`src/rtl/aes_gcm_pkg.sv`:
```
// Shared types for the AES-GCM input sequencer: block type, beat kinds,
// FSM states and the partial-block tail mask.
package aes_gcm_pkg;

    typedef logic [0:127] block_t;

    typedef enum logic [1:0] {
        KIND_AAD  = 2'd0,
        KIND_TEXT = 2'd1,
        KIND_LEN  = 2'd2
    } beat_kind_e;

    typedef enum logic [1:0] {
        S_IDLE,
        S_AAD,
        S_TEXT,
        S_LEN
    } state_e;

    // Zero bytes rem..15 of a block; rem == 0 means the block is full.
    function automatic block_t mask_tail(input block_t blk, input logic [3:0] rem);
        block_t r;
        r = blk;
        if (rem != 4'd0) begin
            for (int b = 0; b < 16; b++) begin
                if (b >= int'(rem)) begin
                    r[8*b +: 8] = 8'h00;
                end
            end
        end
        return r;
    endfunction

endpackage

```
`src/rtl/aes_gcm_input_sequencer.sv`:
```
// Sequences one AES-GCM instance (AAD blocks, text blocks, length block) into a
// registered back-pressurable beat stream. Optional counters: AES_GCM_SEQ_PERF_EN.
module aes_gcm_input_sequencer
    import aes_gcm_pkg::*;
#(
    parameter int LEN_W = 32
) (
    input  logic             clk,
    input  logic             rst_n,
    input  logic             i_desc_valid,
    output logic             o_desc_ready,
    input  logic [LEN_W-1:0] i_aad_len,
    input  logic [LEN_W-1:0] i_text_len,
    input  logic [0:127]     i_data,
    input  logic             i_data_valid,
    output logic             o_data_ready,
    output logic             o_signal,
    input  logic             i_ready,
    output logic [0:127]     o_aad,
    output logic [0:127]     o_plain_text,
    output logic [0:127]     o_instance_size,
    output logic [1:0]       o_kind,
    output logic             o_last
`ifdef AES_GCM_SEQ_PERF_EN
    ,
    output logic [31:0]      o_inst_count,
    output logic [31:0]      o_stall_count
`endif
);

    localparam int CNT_W = LEN_W - 3;

    state_e           r_state;
    state_e           w_state_next;
    logic [CNT_W-1:0] r_aad_cnt;
    logic [CNT_W-1:0] r_text_cnt;
    logic [3:0]       r_aad_rem;
    logic [3:0]       r_text_rem;
    block_t           r_inst_size;

    logic             r_signal;
    beat_kind_e       r_kind;
    logic             r_last;
    block_t           r_aad;
    block_t           r_plain;
    block_t           r_size_out;

    logic             w_out_free;
    logic             w_desc_hs;
    logic             w_data_hs;
    logic [LEN_W:0]   w_aad_sum;
    logic [LEN_W:0]   w_text_sum;
    logic [CNT_W-1:0] w_aad_blocks;
    logic [CNT_W-1:0] w_text_blocks;
    logic             w_is_final;
    logic [3:0]       w_rem;
    block_t           w_block;

    assign w_out_free   = !r_signal || i_ready;
    assign o_desc_ready = (r_state == S_IDLE);
    assign o_data_ready = ((r_state == S_AAD) || (r_state == S_TEXT)) && w_out_free;
    assign w_desc_hs    = i_desc_valid && o_desc_ready;
    assign w_data_hs    = i_data_valid && o_data_ready;

    // Block count = ceil(len/16); the extra sum bit keeps the carry of len+15.
    assign w_aad_sum     = {1'b0, i_aad_len} + (LEN_W+1)'(15);
    assign w_text_sum    = {1'b0, i_text_len} + (LEN_W+1)'(15);
    assign w_aad_blocks  = w_aad_sum[LEN_W:4];
    assign w_text_blocks = w_text_sum[LEN_W:4];

    assign w_is_final = (r_state == S_AAD) ? (r_aad_cnt == CNT_W'(1)) : (r_text_cnt == CNT_W'(1));
    assign w_rem      = (r_state == S_AAD) ? r_aad_rem : r_text_rem;
    assign w_block    = w_is_final ? mask_tail(i_data, w_rem) : i_data;

    always_comb begin
        w_state_next = r_state;
        case (r_state)
            S_IDLE: begin
                if (w_desc_hs) begin
                    if (w_aad_blocks != '0)       w_state_next = S_AAD;
                    else if (w_text_blocks != '0) w_state_next = S_TEXT;
                    else                          w_state_next = S_LEN;
                end
            end
            S_AAD: begin
                if (w_data_hs && (r_aad_cnt == CNT_W'(1))) begin
                    w_state_next = (r_text_cnt != '0) ? S_TEXT : S_LEN;
                end
            end
            S_TEXT: begin
                if (w_data_hs && (r_text_cnt == CNT_W'(1))) w_state_next = S_LEN;
            end
            S_LEN: begin
                if (w_out_free) w_state_next = S_IDLE;
            end
            default: w_state_next = S_IDLE;
        endcase
    end

    always_ff @(posedge clk or negedge rst_n) begin
        if (!rst_n) begin
            r_state     <= S_IDLE;
            r_aad_cnt   <= '0;
            r_text_cnt  <= '0;
            r_aad_rem   <= '0;
            r_text_rem  <= '0;
            r_inst_size <= '0;
        end else begin
            r_state <= w_state_next;
            if (w_desc_hs) begin
                r_aad_cnt   <= w_aad_blocks;
                r_text_cnt  <= w_text_blocks;
                r_aad_rem   <= i_aad_len[3:0];
                r_text_rem  <= i_text_len[3:0];
                r_inst_size <= {64'(i_aad_len) << 3, 64'(i_text_len) << 3};
            end else if (w_data_hs) begin
                if (r_state == S_AAD) r_aad_cnt  <= r_aad_cnt - CNT_W'(1);
                else                  r_text_cnt <= r_text_cnt - CNT_W'(1);
            end
        end
    end

    // Output register: holds while a beat is offered and not taken.
    always_ff @(posedge clk or negedge rst_n) begin
        if (!rst_n) begin
            r_signal   <= 1'b0;
            r_kind     <= KIND_AAD;
            r_last     <= 1'b0;
            r_aad      <= '0;
            r_plain    <= '0;
            r_size_out <= '0;
        end else if (w_out_free) begin
            if (w_data_hs) begin
                r_signal   <= 1'b1;
                r_kind     <= (r_state == S_AAD) ? KIND_AAD : KIND_TEXT;
                r_last     <= 1'b0;
                r_aad      <= (r_state == S_AAD) ? w_block : '0;
                r_plain    <= (r_state == S_TEXT) ? w_block : '0;
                r_size_out <= r_inst_size;
            end else if (r_state == S_LEN) begin
                r_signal   <= 1'b1;
                r_kind     <= KIND_LEN;
                r_last     <= 1'b1;
                r_aad      <= '0;
                r_plain    <= '0;
                r_size_out <= r_inst_size;
            end else begin
                r_signal <= 1'b0;
            end
        end
    end

    assign o_signal        = r_signal;
    assign o_kind          = r_kind;
    assign o_last          = r_last;
    assign o_aad           = r_aad;
    assign o_plain_text    = r_plain;
    assign o_instance_size = r_size_out;

`ifdef AES_GCM_SEQ_PERF_EN
    logic [31:0] r_inst_count;
    logic [31:0] r_stall_count;

    always_ff @(posedge clk or negedge rst_n) begin
        if (!rst_n) begin
            r_inst_count  <= '0;
            r_stall_count <= '0;
        end else begin
            if (r_signal && i_ready && r_last) r_inst_count <= r_inst_count + 32'd1;
            if (r_signal && !i_ready)          r_stall_count <= r_stall_count + 32'd1;
        end
    end

    assign o_inst_count  = r_inst_count;
    assign o_stall_count = r_stall_count;
`endif

endmodule

```
`config.mk`:
```
export PLATFORM = sky130hd
export DESIGN_NAME = aes_gcm_input_sequencer
export DESIGN_NICKNAME = d
export VERILOG_FILES = /design/src/rtl/aes_gcm_pkg.sv /design/src/rtl/aes_gcm_input_sequencer.sv
export SDC_FILE = /design/constraint.sdc
export NUM_CORES = 1
export LEC_CHECK = 0
export ABC_AREA = 1
export CORE_ASPECT_RATIO = 1.5
export CORE_MARGIN = 4
export CORE_UTILIZATION = 40
export CTS_BUF_LIST = sky130_fd_sc_hd__clkbuf_4
export DETAILED_ROUTE_END_ITERATION = 8
export PLACE_DENSITY = 0.68
export SLEW_MARGIN = 0
export SYNTH_ARGS = -nofsm -noshare
export SYNTH_HDL_FRONTEND = slang
export SYNTH_SLANG_ARGS = --single-unit
export TNS_END_PERCENT = 20
```
`constraint.sdc`:
```
create_clock -name clk -period 4.65 [get_ports clk]
set_input_delay 0.93 -clock clk [delete_from_list [all_inputs] [get_ports clk]]
set_output_delay 0.93 -clock clk [all_outputs]
set_load 0.005 [all_outputs]
```
==> qor.csv <==
stage,metric,value,unit
power,fraction of power spent switching nets,41.6,%
status,run status,"finished, final reports clean",
power,maximum VDD drop,0.415,mV
drt,via count normalized by instance count,5.09,
cts,root cell of the clock tree,sky130_fd_sc_hd__clkbuf_4,
drt,number of violations reported at the end of detailed-routing iteration 0,1454,
sta,setup-violating endpoint count in the final report,0,
drt,wire per inst,19.2,microns
synthesis,cell types occupying the most area after synthesis,"sky130_fd_sc_hd__dfrtp_1 50%, sky130_fd_sc_hd__nand2_1 19%, sky130_fd_sc_hd__nand3_1 7.3%, sky130_fd_sc_hd__o21ai_0 4.3%, sky130_fd_sc_hd__nor2_1 3.3%",
sta,accumulated negative setup slack,0,ns
power,cell internal power dissipation,10.6,mW
sta,final worst path period need,3.48,ns
synthesis,Yosys reg bits,447,
sta,normalized max-slew margin,40.1,%
cts,number of cells upsized or downsized after cts,0,
worst_setup_path,maximum fanout along the worst path,6,
global_routing,fraction of met2 tracks used by global routing,46.0,%
sta,post-route clock period utilization,74.9,%
drt,post-route antenna net violation count,0,
floorplan,starting density of the core,40.4,%
final_layout,share of cells above drive strength 1,7.93,%
power,combinational power share,46.5,%
worst_setup_path,R2R Path Start,r_state[1],
sta,pin slew with the least headroom to its limit,0.892,ns
worst_setup_path,start point of the critical path,r_state[1],
floorplan,num ports,587,
synthesis,most common cell in the netlist,sky130_fd_sc_hd__nand2_1,
global_routing,vias in the first global route,21700,
synthesis,distinct cell type count after synthesis,48,
drt,DR vias,21800,
worst_setup_path,critical path startpoint category,flop,
drt,drt pass-1 iters,7,
worst_setup_path,data required time at the worst endpoint,3.72,ns
drt,DRC Markers,0,
global_routing,global-route congestion overflow total,0,
floorplan,Die Height,298,microns
sta,unrepaired setup endpoints after global routing,false,
placed_design,Buffers on Ports,522,
global_routing,wire length of the first global-routing pass,127,mm
worst_setup_path,CP Data Arrival Time,2.55,ns
worst_setup_path,type of element capturing the critical path,output port,
floorplan,Die Wd,202,microns
global_routing,initial antenna violation count,14,
global_routing,global-route total usage across every layer,26.7,%
worst_setup_path,category of the most critical setup path,flop to output port,
final_layout,net count reported at finish,3688,
synthesis,area share of the leading cell type in the synthesized netlist,49.7,%
synthesis,post-synth top area cell,sky130_fd_sc_hd__dfrtp_1,
final_layout,Final Instance Count excl. Fillers,4279,
sta,Fmax achieved,0.287,GHz
cts,CTS clock-pin slew for the worst setup and hold paths,0.07,ns
global_routing,Global Route met3 Usage,7.95,%
placed_design,half-perimeter wire length of the detailed placement result,61.1,mm
synthesis,count of flip-flops with a built-in enable after synthesis,0,
power,P per Cell Area,614,nW/um^2
global_routing,maximum number of pins on one net before global-route repair,127,
cts,CTS Buffer Depth,3,
global_routing,most congested layer reported by global routing,met2,
floorplan,row count,106,
synthesis,netlist area before placement,22500,sq um
placed_design,Inst Count DP,4071,
cts,TritonCTS clock tree,done,
job,number of max-cap violations,0,
power,clock group share of total power,17.9,%
drt,Routed Wire Length,82.3,mm
synthesis,Post-synth top flop,sky130_fd_sc_hd__dfrtp_1,
synthesis,Synth Area per Inst,7.62,sq um
sta,final-report max-slew violation count,0,
cts,htree depth,3,
synthesis,most frequent cells after synthesis,"1151 x sky130_fd_sc_hd__nand2_1, 447 x sky130_fd_sc_hd__dfrtp_1, 330 x sky130_fd_sc_hd__nand3_1",
worst_hold_path,worst min-delay path class,flop to flop,
final_layout,final core utilization,53.0,%
final_layout,number of fillers in the final layout,5405,
global_routing,met1 global-route usage,30.5,%
cts,Worst-Skew Late Latency,0.90,ns
final_layout,area growth from synthesis to layout,31.2,%
synthesis,gate count of the mapped netlist,2949,
worst_hold_path,startpoint of the most critical hold path,r_inst_size[91],
placed_design,final RePlAce weighted congestion,0.967,
power,Net Switching,7.53,mW
floorplan,Core Footprint,55700,sq um
sta,clk_skew,0.0609,ns
synthesis,"FFs w/ async S/R, synth",100,%
synthesis,Synth warnings,0,
power,proportion of power drawn by flip-flops and latches,35.6,%
cts,clock net sink count,447,
sta,endpoints failing hold,0,
cts,CTS Buf Count,110,
synthesis,"Seq/Total Area, Yosys",49.7,%
floorplan,total die area,60100,sq um
power,reported leakage power,14.5,nW
worst max-delay path, stage by stage, from the launching register on:
cell                              delay, ns
sky130_fd_sc_hd__dfrtp_1               0.43
sky130_fd_sc_hd__inv_1                 0.12
sky130_fd_sc_hd__ha_1                  0.45
sky130_fd_sc_hd__clkdlybuf4s50_1       0.69
path summary, 6_finish.rpt:
path	slack, ns	to	cells after the start
min in group asynchronous	0.68	o_plain_text[107]	2
worst min register to register	0.45	o_instance_size[36]	2
worst max register to register	1.32	r_aad_cnt[11]	6
worst max-delay path	1.17	o_desc_ready	3
max in group asynchronous	2.96	o_instance_size[32]	3
worst min-delay path	0.45	o_instance_size[36]	2
logic make-up (layout without fill, tap and decap cells):
logic type | count (synthesis) | count (layout) | synth area share (%)
simple gates | 1798 | 1798 | 33.5
mux | 1 | 1 | 0.0445
compound gates | 288 | 288 | 7.12
xor+xnor | 30 | 30 | 1.17
other cells | 1 | 73 | 0.0167
fa+ha+maj | 9 | 9 | 0.501
buf+inv | 375 | 931 | 7.86
flops | 447 | 447 | 49.7
stage by stage:
| step | setup WS (ns) | instance area (sq um) | hold slack, ns | power [mW] |
|---|---|---|---|---|
| 4_1_cts | 1.07 | 29500 | 0.443 | 18.3 |
| 6_report | 1.17 | 29500 | 0.445 | 18.1 |
| 3_5_place_dp | 0.851 | 28100 | 0.458 | 14.9 |
| 2_1_floorplan | 2.32 | 22700 | 0.449 | 10.7 |
| 5_1_grt | 1.03 | 29500 | 0.483 | 19.5 |
| 3_3_place_gp | 0.905 | 28100 | 0.453 | 14.8 |
routing by layer:
layer	wire [microns]	vias up
li1	-	10500
met1	31100	10300
met2	41200	817
met3	6430	179
met4	3490	10
met5	72	-
timing repair:
item | CTS | global route
buffers inserted | 0 | 0
hold endpoints to repair | 1 | 0
hold buffers | 1 | 0
area by class of cell:
type                            instances  area, sq um  area share (%)
Sequential cell                       447        11200            37.9
Multi-Input combinational cell       2190         9790            33.2
Timing Repair Buffer                  549         5560            18.8
Clock buffer                          153         1150            3.89
Tap cell                              702          878            2.98
Inverter                              184          701            2.38
Clock inverter                         45          214           0.725
Antenna cell                            9         22.5          0.0763
cell usage in the layout, fill, tap and decap left out, types with 49 or more instances in the layout:
cell type	n
sky130_fd_sc_hd__nand3_1	330
sky130_fd_sc_hd__inv_1	171
sky130_fd_sc_hd__or2_2	49
sky130_fd_sc_hd__clkdlybuf4s50_1	521
sky130_fd_sc_hd__dfrtp_1	447
sky130_fd_sc_hd__nor2_1	196
sky130_fd_sc_hd__nand2_1	1149
sky130_fd_sc_hd__clkbuf_4	153
sky130_fd_sc_hd__conb_1	64
sky130_fd_sc_hd__o21ai_0	192
registers in the layout (all words and copies together), names as in the netlist, 3 cells and up:
| register | count |
|---|---|
| o_plain_text | 128 |
| o_instance_size | 64 |
| r_text_rem | 3 |
| r_text_cnt | 29 |
| r_aad_rem | 3 |
| r_aad_cnt | 29 |
| r_inst_size | 58 |
| o_aad | 128 |
power by group through the flow:
stage          logic [mW]  registers [mW]  clock network (mW)
2_1_floorplan        4.26            6.43                   0
3_3_place_gp         8.36            6.47                   0
3_5_place_dp         8.43            6.49                   0
4_1_cts              8.48            6.44                3.35
5_1_grt              9.28            6.66                3.55
6_report             8.41            6.45                3.25
No activity file was read; power rests on OpenSTA's default activity.
==> RTL change: new RTL, same settings <==
Add a define of `AES_GCM_SEQ_PERF_EN`.
--- a/src/rtl/aes_gcm_input_sequencer.sv
+++ b/src/rtl/aes_gcm_input_sequencer.sv
@@ -1,5 +1,7 @@
 // Sequences one AES-GCM instance (AAD blocks, text blocks, length block) into a
 // registered back-pressurable beat stream. Optional counters: AES_GCM_SEQ_PERF_EN.
+`define AES_GCM_SEQ_PERF_EN
+
 module aes_gcm_input_sequencer
     import aes_gcm_pkg::*;
 #(
New outputs: o_inst_count and o_stall_count. Check against the original RTL: not settled (the Yosys comparison gave no result); the edit may change what the design does.
==> RTL change against the unedited design <==
  * Cell area grew 13%
  * Routed wire length grew 13%
  * Global-route usage shrank 0.15 points
  * Critical path depth rose by 3
  * Worst setup slack better by 0.058 ns
  * Worst hold slack lost 0.39 ns
  * Combinational power is 3.6% higher
  * Sequential cell count is 64 higher
  * Clock skew is 0.016 ns higher
  * Synthesized area up 13%
  * Non-clock buffer count grew 60
  * Critical endpoint is now o_data_ready
  * Total power is 10% higher
  * Synthesized cell count is 7.5% higher
==> RTL change: results (changes against the unedited design) <==
Parameter                              Value

Worst setup path
  Startpoint of the worst setup timing path ... i_ready
  Data arrival time of the worst path ... 2.50 ns (-0.05 ns)
  Maximum fanout encountered on the critical timing path ... 8 (+2)
  End of the worst register-to-register path ... o_plain_text[55]$_DFFE_PN0P_
  Cells on worst reg2reg path ... 13 (+7)

Drt
  Routed metal-1 wirelength ... 34.3 mm (+10%)
  Via Count ... 23,700 (+8.8%)
  Drt initial violations ... 2,061 (+42%)
  Total wirelength of the detailed-routed design ... 92.7 mm (+13%)
  Met3 wire length ... 7.84 mm (+22%)

Global route
  Global routing usage summed across all routing layers ... 26.6% (-0.15 points)
  Routing usage on met3 ... 8.14% (+0.19 points)
  Largest net degree at the start of global routing ... 200 (+57%)
  Number of antenna violations at the first check in global routing ... 9 (-5)
  First-pass GRT wire length ... 139 mm (+9.4%)

STA
  Share of the clock period used by the worst path after layout ... 73.7% (-1.3 points)
  Clock Skew ... 0.0770 ns (+0.0161 ns)

Power and ir drop
  Maximum ir drop on the vdd rail ... 0.555 mV (+34%)

Placed design
  Pre-CTS worst setup slack ... 0.975 ns (+0.125 ns)
  Hpwl dp ... 69.2 mm (+13%)
  Port Buffers ... 586 (+12%)

Synthesis
  Cell variety after synth ... 59 (+23%)
  Top cell types by occurrence after synthesis ... 1,137 x nand2_1, 511 x dfrtp_1, 321 x nand3_1, 204 x inv_1, 204 x nor2_1
  Share of synthesized area occupied by flip-flops and latches ... 50.5% (+0.80 points)

Cells and area
  Fraction of layout instances using a drive strength above 1 ... 9.28% (+1.3 points)
  Number of nets in the layout ... 3,996 (+8.4%)

Clock tree
  Total number of H-tree levels ... 4 (+1)

Run status
  Result of the run ... complete, no violations
RTL change: cells by family after synthesis:
group | after synthesis | share of synthesized area [%]
mux | 1 | 0.0445
xor+xnor | 87 | 3.01
other cells | 1 | 0.0148
buf+inv | 405 | 7.49
compound gates | 304 | 6.65
fa+ha+maj | 11 | 0.544
simple gates | 1849 | 31.7
flops | 511 | 50.5
RTL change: per-stage QoR:
stage               instances  hold slack [ns]  utilization (%)
detailed placement       4451            0.454             50.5
global route             4670           0.0410             53.2
global placement         4451            0.452             50.5
floorplan                3232            0.442                -
CTS                      4668          0.00236             53.2
finish                   4675           0.0573             53.2
RTL change: report_power, final:
group | internal [W] | switching (W)
sequential | 0.00617 | 0.00115
combinational | 0.00373 | 0.00498
clock | 0.00209 | 0.00189
total | 0.0120 | 0.00802
RTL change: layout make-up:
type	count	area [sq um]
flip-flops and latches	511	12800
inverters	217	815
fillers	6004	29300
repair buffers	609	6110
diodes	7	17.5
well taps	798	998
multi-input cells	2316	10900
clock inverters	27	215
clock buffers	190	1430
